===== config.mk =====
export PLATFORM = sky130hd
export DESIGN_NAME = ps2_scancode_receiver
export DESIGN_NICKNAME = d
export VERILOG_FILES = /design/src/rtl/ps2_scancode_receiver.sv
export SDC_FILE = /design/constraint.sdc
export NUM_CORES = 1
export LEC_CHECK = 0
export ABC_AREA = 1
export BUFFER_PORTS_ARGS = -buffer_cell sky130_fd_sc_hd__buf_4
export CELL_PAD_IN_SITES_DETAIL_PLACEMENT = 1
export CELL_PAD_IN_SITES_GLOBAL_PLACEMENT = 1
export CORE_UTILIZATION = 43
export CTS_BUF_LIST = sky130_fd_sc_hd__clkbuf_8
export DETAILED_ROUTE_END_ITERATION = 8
export HOLD_SLACK_MARGIN = 0.05
export PLACE_DENSITY_LB_ADDON = 0.1
export SYNTH_ARGS = -nofsm -noshare
export SYNTH_HDL_FRONTEND = slang
export SYNTH_SLANG_ARGS = --single-unit

===== constraint.sdc =====
create_clock -name clk -period 1.6 [get_ports clk]
set_input_delay 0.08 -clock clk [delete_from_list [all_inputs] [get_ports clk]]
set_output_delay 0.08 -clock clk [all_outputs]
set_load 0.02 [all_outputs]

===== src/rtl/ps2_scancode_receiver.sv =====
// PS/2 device-to-host receiver: synchronizes and glitch-filters the pins, then deserializes
// 11-bit frames into scan-code bytes with parity, stop and timeout checking.
module ps2_scancode_receiver #(
  parameter int unsigned FILTER_LEN     = 8,
  parameter int unsigned TIMEOUT_CYCLES = 100000
) (
  input  logic       clk,
  input  logic       rst,
  input  logic       ps2Clk,
  input  logic       ps2Data,
  output logic [7:0] scanCode,
  output logic       scanCodeReady,
  output logic       frameError
);

  localparam int unsigned FW = (FILTER_LEN > 1) ? $clog2(FILTER_LEN) : 1;
  localparam int unsigned TW = $clog2(TIMEOUT_CYCLES + 1);

  typedef enum logic [1:0] {
    S_IDLE,
    S_DATA,
    S_PARITY,
    S_STOP
  } state_e;

  logic [1:0]    ck_sync_q, dt_sync_q;
  logic          clkf_q, clkf_d;
  logic [FW-1:0] filt_cnt_q, filt_cnt_d;
  state_e        state_q, state_d;
  logic [2:0]    bit_cnt_q, bit_cnt_d;
  logic [7:0]    shift_q, shift_d;
  logic          parity_q, parity_d;
  logic [TW-1:0] to_cnt_q, to_cnt_d;
  logic [7:0]    code_q, code_d;
  logic          ready_q, ready_d;
  logic          err_q, err_d;

  logic ck_s, sample, fall;

  assign ck_s   = ck_sync_q[1];
  assign sample = dt_sync_q[1];

  always_ff @(posedge clk or negedge rst) begin
    if (!rst) begin
      ck_sync_q <= '1;
      dt_sync_q <= '1;
    end else begin
      ck_sync_q <= {ck_sync_q[0], ps2Clk};
      dt_sync_q <= {dt_sync_q[0], ps2Data};
    end
  end

  // The filtered level flips on the FILTER_LEN-th consecutive opposite sample; any
  // agreeing sample restarts the run.
  always_comb begin
    clkf_d     = clkf_q;
    filt_cnt_d = '0;
    if (ck_s != clkf_q) begin
      if (filt_cnt_q == FW'(FILTER_LEN - 1)) begin
        clkf_d = ck_s;
      end else begin
        filt_cnt_d = filt_cnt_q + 1'b1;
      end
    end
  end

  assign fall = clkf_q & ~clkf_d;

  // Timeout counter holds cycles elapsed since the last fall event (1 in the cycle after it),
  // so the abort pulse lands exactly TIMEOUT_CYCLES cycles after that fall.
  always_comb begin
    state_d   = state_q;
    bit_cnt_d = bit_cnt_q;
    shift_d   = shift_q;
    parity_d  = parity_q;
    to_cnt_d  = '0;
    code_d    = code_q;
    ready_d   = 1'b0;
    err_d     = 1'b0;
    if (state_q == S_IDLE) begin
      if (fall && !sample) begin
        state_d   = S_DATA;
        bit_cnt_d = '0;
        to_cnt_d  = TW'(1);
      end
    end else if (fall) begin
      to_cnt_d = TW'(1);
      case (state_q)
        S_DATA: begin
          shift_d[bit_cnt_q] = sample;
          if (bit_cnt_q == 3'd7) begin
            state_d = S_PARITY;
          end else begin
            bit_cnt_d = bit_cnt_q + 3'd1;
          end
        end
        S_PARITY: begin
          parity_d = sample;
          state_d  = S_STOP;
        end
        default: begin
          if (sample && ((^shift_q) ^ parity_q)) begin
            code_d  = shift_q;
            ready_d = 1'b1;
          end else begin
            err_d = 1'b1;
          end
          to_cnt_d = '0;
          state_d  = S_IDLE;
        end
      endcase
    end else if (to_cnt_q >= TW'(TIMEOUT_CYCLES - 1)) begin
      err_d   = 1'b1;
      state_d = S_IDLE;
    end else begin
      to_cnt_d = to_cnt_q + 1'b1;
    end
  end

  always_ff @(posedge clk or negedge rst) begin
    if (!rst) begin
      clkf_q     <= 1'b1;
      filt_cnt_q <= '0;
      state_q    <= S_IDLE;
      bit_cnt_q  <= '0;
      shift_q    <= '0;
      parity_q   <= 1'b0;
      to_cnt_q   <= '0;
      code_q     <= '0;
      ready_q    <= 1'b0;
      err_q      <= 1'b0;
    end else begin
      clkf_q     <= clkf_d;
      filt_cnt_q <= filt_cnt_d;
      state_q    <= state_d;
      bit_cnt_q  <= bit_cnt_d;
      shift_q    <= shift_d;
      parity_q   <= parity_d;
      to_cnt_q   <= to_cnt_d;
      code_q     <= code_d;
      ready_q    <= ready_d;
      err_q      <= err_d;
    end
  end

  assign scanCode      = code_q;
  assign scanCodeReady = ready_q;
  assign frameError    = err_q;

endmodule


* Word level (Yosys, flattened, before mapping) *
Cells that the tools add are included.

operators by class
  add/subtract/negate cells = 3
  $lt $le $gt $ge = 3
  eq/ne operators = 8
  multiplexer cells = 32
  bitwise operators = 5
  reductions and logical operators = 15

operators by type and width
  kind                     count
  $mux W17                 3
  $mux W3                  7
  $add A17 B1 Y17 const B  1
  $ge A17 B17 Y1 const B   1
  $mux W1                  14
  $mux W2                  5
  $reduce_and A3 Y1        3
  $bwmux W8                1
  $reduce_and A4 Y1        2
  $reduce_xor A8 Y1        1
  $add A3 B1 Y3 const B    2
  $eq A3 B3 Y1 const B     2
  $lt A3 B4 Y1 const B     1
  $ne A4 B4 Y1 const B     1
  $pmux W2 S2              1
  $reduce_bool A2 Y1       2
  $demux W1 S3             1
  $ge A3 B1 Y1 const B     1
  $logic_and A1 B1 Y1      3
  $not A1 Y1               3
  $reduce_bool A3 Y1       1
  $eq A2 B1 Y1 const B     1
  $eq A2 B2 Y1 const B     1
  $logic_not A2 Y1         1
  other kinds (7)          7

storage, ports and cells
  bits in registers = 49
  output and inout port bits = 10

* Logic depth before layout (Yosys ltp) *
Gate-level depths: netlist (run 1).

  depth in word-level cells = 8
  depth in mapped cells = 11
  depth with buffers taken out = 11

* Least setup slack after synthesis (run 1) *
No wires, ideal clock.

  kind = flip-flop to flip-flop
  from = register filt_cnt_q[0]
  to = register code_q[0], in the netlist scanCode[0]
  setup time = 117 ps
  data arrival time = 1558 ps
  slack = -75 ps
  cell stages (with the launch flop) = 9
  period minus slack after synthesis = 1675 ps
  cell sequence = dfrtp_1 > ha_1 > ha_1 > nand2_1 > nand3_2 > nor2_2 > nand4_4 > nand2_1 > nand2_1

on the way
  cells in the longest elaborated chain, start to end = 6

RTL lines
  item                         line  RTL
  from (decl)                  28    logic [FW-1:0] filt_cnt_q, filt_cnt_d;
  from (signal assigned)       134   filt_cnt_q <= filt_cnt_d;
  $eq A3 B3 Y1                 59    if (filt_cnt_q == FW'(FILTER_LEN - 1)) begin
  $mux W1                      59
  $mux W1                      58    if (ck_s != clkf_q) begin
  $not A1 Y1                   67    assign fall = clkf_q & ~clkf_d;
  $and A1 B1 Y1                67
  $reduce_and A4 Y1 (no line)  n/a
  to (signal assigned)         140   code_q <= code_d;
  to (decl)                    34    logic [7:0] code_q, code_d;

Every way passes these cells.
A chain may end at the register's enable or synchronous reset.

* Worst setup path in the final report (run 1) *
  from = register filt_cnt_q[0]
  to = register shift_q[5]

on the way
  cells in the longest elaborated chain, start to end = 6

RTL lines
  item                         line  RTL
  $eq A3 B3 Y1                 59
  $mux W1                      59
  $mux W1                      58
  $not A1 Y1                   67
  $and A1 B1 Y1                67
  $reduce_and A3 Y1 (no line)  n/a
  to (signal assigned)         137   shift_q <= shift_d;
  to (decl)                    31    logic [7:0] shift_q, shift_d;

Every way passes these cells.

==> results of run 1 <==
==> path summary, 6_finish.rpt <==
kind | cells after the start | to | startpoint | slack (ps)
worst max register to register | 9 | shift_q[5] | filt_cnt_q[0] | -50
worst max-delay path | 9 | shift_q[5] | filt_cnt_q[0] | -50
worst min register to register | 0 | ck_sync_q[1] | ck_sync_q[0] | 360
max in group asynchronous | 2 | shift_q[7] | rst | 860
min in group clk | 0 | ck_sync_q[1] | ck_sync_q[0] | 360
worst min-delay path | 2 | scanCode[1] | rst | 330
==> metrics by stage <==
stage / setup slack, ps / hold slack [ps] / total power [mW] / utilization [%]
final: -46.3 / 331 / 2.96 / 54.7
after global routing: -147 / 367 / 3.15 / 54.7
after CTS: -49.5 / 346 / 2.95 / 53.1
after detailed placement: -52.4 / 140 / 1.98 / 50.2
after global placement: 2.35 / 133 / 1.97 / 50.2
after floorplan: 12.2 / -216 / 1.77 / -
==> worst max-delay path, cell delays in order, from the launching register on <==
cell	delay (ps)
dfrtp_1	390
ha_2	190
ha_4	180
nand2_4	70
nand3_4	90
nor2_4	140
nand2_4	100
nor2_4	160
nand2_2	80
a21oi_1	170
==> layout make-up <==
type / instances / area share, %
timing repair buffer: 32 / 8.15
multi-input combinational: 224 / 42.4
tap: 75 / 2.90
sequential: 49 / 38.0
clock inverter: 2 / 1.04
inverter: 42 / 4.94
clock buffer: 6 / 2.55
==> synth_stat cells, types with 2 or more instances <==
library cell  count  area share (%)
a31oi_1           2            0.47
nor3_1           10             1.9
nand2_1          91              13
dfstp_2           5             5.0
nor2_2            5             1.2
nor3_2            3             1.1
xnor2_1           5             1.7
o21ai_0          10             1.9
buf_2             2            0.38
inv_2             4            0.57
nand3_1          19             3.6
xor2_1            5             1.7
nor2_1           31             4.4
a21oi_1           6             1.1
nand2_2           4            0.94
o21ai_1           2            0.38
dfrtp_1          44              42
ha_1              9             4.2
nand2_4           3             1.3
inv_1            37             5.2
nor2_4            5             2.1
nand3_2           6             2.3
==> power by group <==
group / switching [mW] / internal, mW
Sequential: 0.0614 / 1.33
Clock: 0.409 / 0.504
Combinational: 0.380 / 0.278
Total: 0.850 / 2.11
==> state kept, by name, summed over array words and instances, names as in the netlist <==
| signal | cells |
|---|---|
| to_cnt_q | 17 |
| shift_q | 8 |
| frameError | 1 |
| bit_cnt_q | 3 |
| scanCodeReady | 1 |
| clkf_q | 1 |
| ck_sync_q | 2 |
| dt_sync_q | 2 |
| scanCode | 8 |
| state_q | 2 |
| filt_cnt_q | 3 |
| parity_q | 1 |
==> per-layer routing <==
metal / vias up / global-route usage, %
li1: 1076 / -
met4: 0 / 5.89
met3: 7 / 3.75
met5: - / 0
met2: 26 / 33.1
met1: 1023 / 28.0
==> cells by family after synthesis <==
logic type | Yosys count | share of synthesized area [%]
compound gates | 23 | 4.77
xor+xnor | 10 | 3.30
fa+ha+maj | 9 | 4.25
buf+inv | 45 | 6.84
flops | 49 | 46.5
simple gates | 182 | 34.4
==> timing repair <==
item	4_1_cts	5_1_grt
setup buffers	0	2
hold buffers	3	0
setup endpoints to repair	24	38
resized for setup	7	27
pin swaps	6	7
hold endpoints to repair	46	0
==> impl_metrics.yaml, run 1 <==
outcome:
  status: "complete, but fails checks"
  violations: "negative setup slack"
yosys:
  main_synth_ff_type: "dfrtp_1"
  synth_async_sr_flop_share_pct: 100
  ys.warnings.count: 0
  syn_avg_cell_area_um2: 8.34
  ys_seq_elements: 49
  post_synth_instance_area_mm2: 0.00265
  ys_types: 32
  synth_fp_nets: 331
  number_of_enable_type_register_cells_in_the_synthesized_netlist: 0
  synth.yosys.seq_area_share_pct: 46.5
  synthesized_instance_count: 318
worst_setup_path:
  crit_path_start_kind: "register"
  path_max_fanout: 4
  worstPathRequired_ps: 1820
  worst_setup_path_end_kind: "register"
  timing_worst_setup_path_type: "register to register"
  cp.arrival_ps: 1870
final_layout:
  final-seq-area_mm2: 0.00123
  mostFrequentLayoutCell: "nand2_1"
  final_area_mm2: 0.00324
  synthToLayoutAreaGrowth_pct: 22.2
  most_frequent_cells_in_the_layout: "78 x nand2_1, 44 x dfrtp_1, 36 x inv_1"
  nFillCells: 727
  final_net_count: 367
  final-instance-count-excl-fill: 430
  share_of_final_layout_standard_cells_stronger_than_drive_strength_1_pct: 29.6
  multi_input_gate_area_mm2: 0.00137
  antenna_cells_inserted: 0
drt:
  routed.top_layer: "met4"
  finalWirelength_um: 6040
  viasPerCell: 4.96
  met3_wirelength_um: 171
  drt-met1-wl_um: 2840
  drt-wirelength-per-cell_um: 14.1
  detailroute.wirelength.met2_um: 2950
  drc_violations: 0
  drt_first_pass_iters: 4
  final_ant_viol_nets: 0
  vias: 2132
  initialDrtViolationCount: 52
cts:
  cts-buffers-inserted: 5
  master_cell_of_the_clock_root_buffer: "clkbuf_8"
  htreeDepth: 2
  tritoncts: "yes"
  maximum_buffer_depth_of_the_clock_tree: 2
  clkSinkCount: 49
  clock_latency_ps: 300
  clkSlewWorstSetupHoldPaths_ps: 90
pwr:
  areal_power_density_over_the_cells_mw_per_mm2: 914
  worst_ir_drop_vdd_mv: 0.679
  power_leakage_nw: 1.56
timing:
  timing.final.setup_violations: 17
  timing.final.max_slew_violations: 0
  finalWorstPathRequiredPeriod_ps: 1650
  unrepaired_setup_endpoints_after_global_routing: "yes"
  fmaxAchievable_mhz: 607
  max_slew.worst_pin.slew_ps: 611
  final_hold_viol_count: 0
  setup_tns_ps: -364
  timing.slew.headroom_pct: 59.3
  fin_crit_sh_pct: 103
  setup_slack_ps: -46.3
  finClkSkew_ps: 6.27
grt:
  total_overflow_reported_by_the_global_router: 0
  pin_count_of_the_biggest_net_entering_global_routing: 50
  number_of_antenna_violations_at_the_first_check_in_global_routing: 0
  globalRouteTotalUtil_pct: 20.5
  first_global_vias: 2164
  grt_pass1_wl_um: 10200
floorplanning:
  core_area_mm2: 0.00592
  floorplan.die_area_mm2: 0.00648
  placementRows: 28
  floorplan.die.height_um: 80.5
  io_pins: 14
  floorplan.initialDensity_pct: 44.8
  chipWidth_um: 80.5
hold_path:
  hp-class: "input port to async pin"
placement:
  detailed_place.area_mm2: 0.00297
  numPortBuffers: 13
  globalplace.congestion: 0.782
  placed_cells_incl_taps: 417
  detailedPlacementHpwl_um: 4450
run:
  cap_viol_max_count: 0
Note: power is estimated with default switching activity, not from simulation.
==> run 2, diff against run 1 <==
--- a/config.mk
+++ b/config.mk
@@ -9,6 +9,7 @@
 export BUFFER_PORTS_ARGS = -buffer_cell sky130_fd_sc_hd__buf_4
 export CELL_PAD_IN_SITES_DETAIL_PLACEMENT = 1
 export CELL_PAD_IN_SITES_GLOBAL_PLACEMENT = 1
+export CORE_MARGIN = 1.5
 export CORE_UTILIZATION = 43
 export CTS_BUF_LIST = sky130_fd_sc_hd__clkbuf_8
 export DETAILED_ROUTE_END_ITERATION = 8
==> impl_metrics.yaml, run 2 (synthesis results as in run 1) <==
timing:
  worst_hold_margin_ps: 348
  finalWorstPathRequiredPeriod_ps: 1660
  timing.final.setup_violations: 18
  fin_crit_sh_pct: 104
  fmaxAchievable_mhz: 601
  max_slew.worst_pin.slew_ps: 627
  finClkSkew_ps: 9.16
  setup_slack_ps: -63.0
  timing.slew.headroom_pct: 58.2
  final_hold_viol_count: 0
  timing.final.max_slew_violations: 0
  unrepaired_setup_endpoints_after_global_routing: "yes"
  setup_tns_ps: -528
floorplanning:
  floorplan.die.height_um: 81.5
  io_pins: 14
  floorplan.die_area_mm2: 0.00665
  core_area_mm2: 0.00592
  chipWidth_um: 81.5
  floorplan.initialDensity_pct: 44.8
  placementRows: 28
worst_setup_path:
  worst_r2r_endpoint: "shift_q[4]"
  worst_path_max_delay_cell: "dfrtp_1"
  worst_setup_path_end_kind: "register"
  r2r_setup_slk_ps: -60
  worstPathRequired_ps: 1790
  path_cells: "ha_2 -> ha_4 -> nand2_4 -> nand3_4 -> nor2_4 -> nand2_4 -> nor2_4 -> nand2_2 -> nor2_1 -> a21oi_1"
  worst-r2r-cell-count: 10
  timing_worst_setup_path_type: "register to register"
  cp.arrival_ps: 1850
  path_max_fanout: 4
  worstReg2RegStart: "filt_cnt_q[0]"
  critical_path.max_stage_delay_ps: 390
  crit_path_start_kind: "register"
placement:
  globalplace.congestion: 0.845
  detailed_place.area_mm2: 0.00300
  placed_cells_incl_taps: 421
  numPortBuffers: 13
  detailedPlacementHpwl_um: 4460
  pre_cts_ws_ps: -63.4
grt:
  number_of_antenna_violations_at_the_first_check_in_global_routing: 0
  total_overflow_reported_by_the_global_router: 0
  pin_count_of_the_biggest_net_entering_global_routing: 50
  globalRouteTotalUtil_pct: 19.7
  first_global_vias: 2190
  grt_pass1_wl_um: 10000
cts:
  tritoncts: "yes"
  htreeDepth: 2
  clkSinkCount: 49
  maximum_buffer_depth_of_the_clock_tree: 2
  master_cell_of_the_clock_root_buffer: "clkbuf_8"
  clkSlewWorstSetupHoldPaths_ps: 90
  cts-buffers-inserted: 5
  clock_latency_ps: 300
final_layout:
  largest_register_ffs: 17
  multi_input_gate_area_mm2: 0.00137
  synthToLayoutAreaGrowth_pct: 22.9
  most_frequent_cells_in_the_layout: "76 x nand2_1, 44 x dfrtp_1, 37 x inv_1"
  antenna_cells_inserted: 0
  nFillCells: 707
  final_util_pct: 55.1
  largest_register: "to_cnt_q"
  final-seq-area_mm2: 0.00123
  final_area_mm2: 0.00326
  final-instance-count-excl-fill: 438
  final_net_count: 375
  share_of_final_layout_standard_cells_stronger_than_drive_strength_1_pct: 30.9
  mostFrequentLayoutCell: "nand2_1"
pwr:
  worst_ir_drop_vdd_mv: 0.612
  power_leakage_nw: 1.58
  design_power_total_mw: 2.77
  areal_power_density_over_the_cells_mw_per_mm2: 850
drt:
  viasPerCell: 4.87
  finalWirelength_um: 5840
  drt_first_pass_iters: 4
  drc_violations: 0
  initialDrtViolationCount: 55
  final_ant_viol_nets: 0
  drt-wirelength-per-cell_um: 13.3
  vias: 2133
hold_path:
  hp-class: "input port to async pin"
outcome:
  violations: "negative setup slack"
  status: "complete, but fails checks"
run:
  cap_viol_max_count: 0
## run 2: report_power, final
part	total, mW	internal, mW	switching, mW
logic	0.679	0.305	0.373
clock network	0.697	0.297	0.399
registers	1.39	1.33	0.0635
total	2.77	1.93	0.836
## run 2: worst max-delay path: cells and delay by family (launching register included)
kind	cells	cell delay, ps
adders and majority gates	2	380
DFF	1	390
AOI/OAI and AO/OA	1	40
and+or+nand+nor	7	740
## run 2: routing by layer
metal	global-route usage [%]	up-vias	wire length [µm]
met2	32.1	22	2730
met1	27.1	1014	2900
li1	-	1091	-
met3	3.33	6	146
met5	0	-	0
met4	5.17	0	62
## run 2: repair_timing
action / 4_1_cts / 5_1_grt
hold endpoints to repair: 46 / 0
hold buffers: 3 / 0
buffers inserted: 4 / 2
gates resized for setup: 7 / 26
endpoints found under the setup margin: 26 / 39
pin swaps: 5 / 10
cloned: 0 / 0
## run 2: how the worst max path moves through the flow
stage | start | endpoint | depth (start not counted)
final | filt_cnt_q[0] | shift_q[4] | 10
after global routing | filt_cnt_q[0] | shift_q[4] | 10
after CTS | filt_cnt_q[0] | shift_q[3] | 10
after detailed placement | filt_cnt_q[0] | shift_q[7] | 10
after global placement | filt_cnt_q[0] | scanCode[4] | 9
after floorplan | filt_cnt_q[0] | state_q[1] | 10
## run 2: final cells by class
cell class | instances | area share, %
repair buffers | 40 | 9.83
clock buffers | 5 | 2.11
flip-flops and latches | 49 | 37.8
multi-input cells | 224 | 42.0
clock inverters | 3 | 0.422
well taps | 75 | 2.88
inverters | 42 | 4.91
==> run 3, diff against run 2 <==
==> config.mk (replaced) <==
export PLATFORM = sky130hd
export DESIGN_NAME = ps2_scancode_receiver
export DESIGN_NICKNAME = d
export VERILOG_FILES = /design/src/rtl/ps2_scancode_receiver.sv
export SDC_FILE = /design/constraint.sdc
export NUM_CORES = 1
export LEC_CHECK = 0
export ABC_AREA = 1
export BUFFER_PORTS_ARGS = -buffer_cell sky130_fd_sc_hd__buf_4
export CORE_MARGIN = 1.5
export CORE_UTILIZATION = 55
export CTS_BUF_LIST = sky130_fd_sc_hd__clkbuf_8 sky130_fd_sc_hd__clkbuf_16
export DETAILED_ROUTE_END_ITERATION = 8
export HOLD_SLACK_MARGIN = 0.05
export PLACE_DENSITY = 0.76
export SYNTH_ARGS = -nofsm -noshare
export SYNTH_HDL_FRONTEND = slang
export SYNTH_SLANG_ARGS = --single-unit
==> impl_metrics.yaml, run 3 (synthesis results as in run 1) <==
worst_setup_path:
  crit_top_cell: "nand2_1"
  cp.arrival_ps: 1810
  worst_setup_path_end_kind: "register"
  crit_path_start_kind: "register"
  path_delay_family: "simple AND/OR/NAND/NOR gates"
  critical_path.max_stage_delay_ps: 450
  path_cells: "buf_4 -> nand3_2 -> nor2_4 -> o21ai_1 -> nand2_1 -> nand2_2 -> nand3_4 -> buf_4 -> nand2_2 -> nand2_1 -> nand2_1"
  timing_worst_setup_path_type: "register to register"
  path_max_fanout: 4
  timing.critical_path.buf_inv: 2
  worstPathRequired_ps: 1800
  r2r_setup_slk_ps: -8
  worst_path_max_delay_cell: "dfrtp_1"
floorplanning:
  placementRows: 25
  floorplan.die_area_mm2: 0.00525
  chipWidth_um: 72.4
  io_pins: 14
  floorplan.die.height_um: 72.4
  floorplan.initialDensity_pct: 56.5
  core_area_mm2: 0.00469
final_layout:
  largest_register_ffs: 17
  most_frequent_cells_in_the_layout: "85 x nand2_1, 44 x dfrtp_1, 35 x inv_1"
  share_of_final_layout_standard_cells_stronger_than_drive_strength_1_pct: 27.6
  final_area_mm2: 0.00323
  antenna_cells_inserted: 0
  largest_register: "to_cnt_q"
  mostFrequentLayoutCell: "nand2_1"
  nFillCells: 386
  synthToLayoutAreaGrowth_pct: 21.8
  final-instance-count-excl-fill: 413
  final_net_count: 371
drt:
  vias: 2129
  initialDrtViolationCount: 149
  drt_first_pass_iters: 4
  finalWirelength_um: 5160
  drc_violations: 0
  viasPerCell: 5.15
  drt-wirelength-per-cell_um: 12.5
  final_ant_viol_nets: 0
timing:
  max_slew.worst_pin.slew_ps: 592
  unrepaired_setup_endpoints_after_global_routing: "yes"
  setup_tns_ps: -8.70
  finalWorstPathRequiredPeriod_ps: 1610
  final_hold_viol_count: 0
  timing.slew.headroom_pct: 60.5
  timing.final.setup_violations: 2
  setup_slack_ps: -8.01
  worst_hold_margin_ps: 317
  fmaxAchievable_mhz: 622
  finClkSkew_ps: 9.39
  timing.final.max_slew_violations: 0
  fin_crit_sh_pct: 101
outcome:
  status: "complete, but fails checks"
  violations: "negative setup slack"
cts:
  cts-buffers-inserted: 5
  clkSinkCount: 49
  tritoncts: "yes"
  clkSlewWorstSetupHoldPaths_ps: 90
  htreeDepth: 2
  clock_latency_ps: 310
  master_cell_of_the_clock_root_buffer: "clkbuf_8"
  maximum_buffer_depth_of_the_clock_tree: 2
placement:
  numPortBuffers: 13
  placed_cells_incl_taps: 393
  detailed_place.area_mm2: 0.00291
  pre_cts_ws_ps: -19.2
  detailedPlacementHpwl_um: 3570
  globalplace.congestion: 0.914
grt:
  grt_pass1_wl_um: 8310
  first_global_vias: 1939
  total_overflow_reported_by_the_global_router: 0
  number_of_antenna_violations_at_the_first_check_in_global_routing: 0
  pin_count_of_the_biggest_net_entering_global_routing: 50
  globalRouteTotalUtil_pct: 20.5
run:
  cap_viol_max_count: 0
pwr:
  areal_power_density_over_the_cells_mw_per_mm2: 954
  worst_ir_drop_vdd_mv: 0.478
  power_leakage_nw: 1.59
hold_path:
  hp-class: "input port to async pin"
-- run 3: cell count changes in the layout (fill, tap and decap cells not counted), moves of 2 or more --
cell and change:
buf_4 -5, buf_6 +2, bufinv_16 +2, inv_1 -2, nand2_1 +9, nand2_2 -10
nor2_1 +2, nor2_2 -2, o21ai_0 +3, o21ai_1 -4
-- run 3: timing repair --
item,CTS,global route
setup endpoints to repair,19,39
pin swaps,2,4
hold buffers,3,0
endpoints found under the hold margin,46,0
gates cloned,0,1
gates resized for setup,3,23
buffers inserted,1,7
-- run 3: worst paths after layout --
| check | startpoint | endpoint | depth (start not counted) |
|---|---|---|---|
| worst max-delay path | to_cnt_q[0] | state_q[0] | 11 |
| worst min-delay path | rst | shift_q[6] | 2 |
| worst max register to register | to_cnt_q[0] | state_q[0] | 11 |
| worst min register to register | ck_sync_q[0] | ck_sync_q[1] | 0 |
| max in group asynchronous | rst | frameError | 2 |
| min in group clk | ck_sync_q[0] | ck_sync_q[1] | 0 |
-- run 3: power breakdown --
| group | switching [mW] | internal [mW] |
|---|---|---|
| sequential | 0.0813 | 1.33 |
| clock | 0.415 | 0.621 |
| combinational | 0.354 | 0.279 |
| total | 0.851 | 2.23 |
-- run 3: area by class of cell --
class                      instances  area, µm²  area share [%]
timing repair buffer              36        285            8.83
sequential                        49       1230            38.1
tap                               54       67.6            2.09
clock inverter                     3       65.1            2.01
multi-input combinational        224       1350            41.8
clock buffer                       5       68.8            2.13
inverter                          42        163            5.03
-- run 3: metrics by stage --
stage / utilization [%] / power, mW
global route: 68.9 / 3.24
detailed placement: 62.1 / 1.91
global placement: 62.1 / 1.90
finish: 68.9 / 3.08
CTS: 65.9 / 2.98
floorplan: - / 1.77
-- run 3: per-layer routing --
layer | track usage [%] | vias up | wire length [µm]
li1 | - | 1080 | -
met1 | 25.5 | 991 | 2260
met2 | 35.6 | 49 | 2630
met3 | 4.58 | 9 | 188
met4 | 6.50 | 0 | 78
met5 | 0 | - | 0
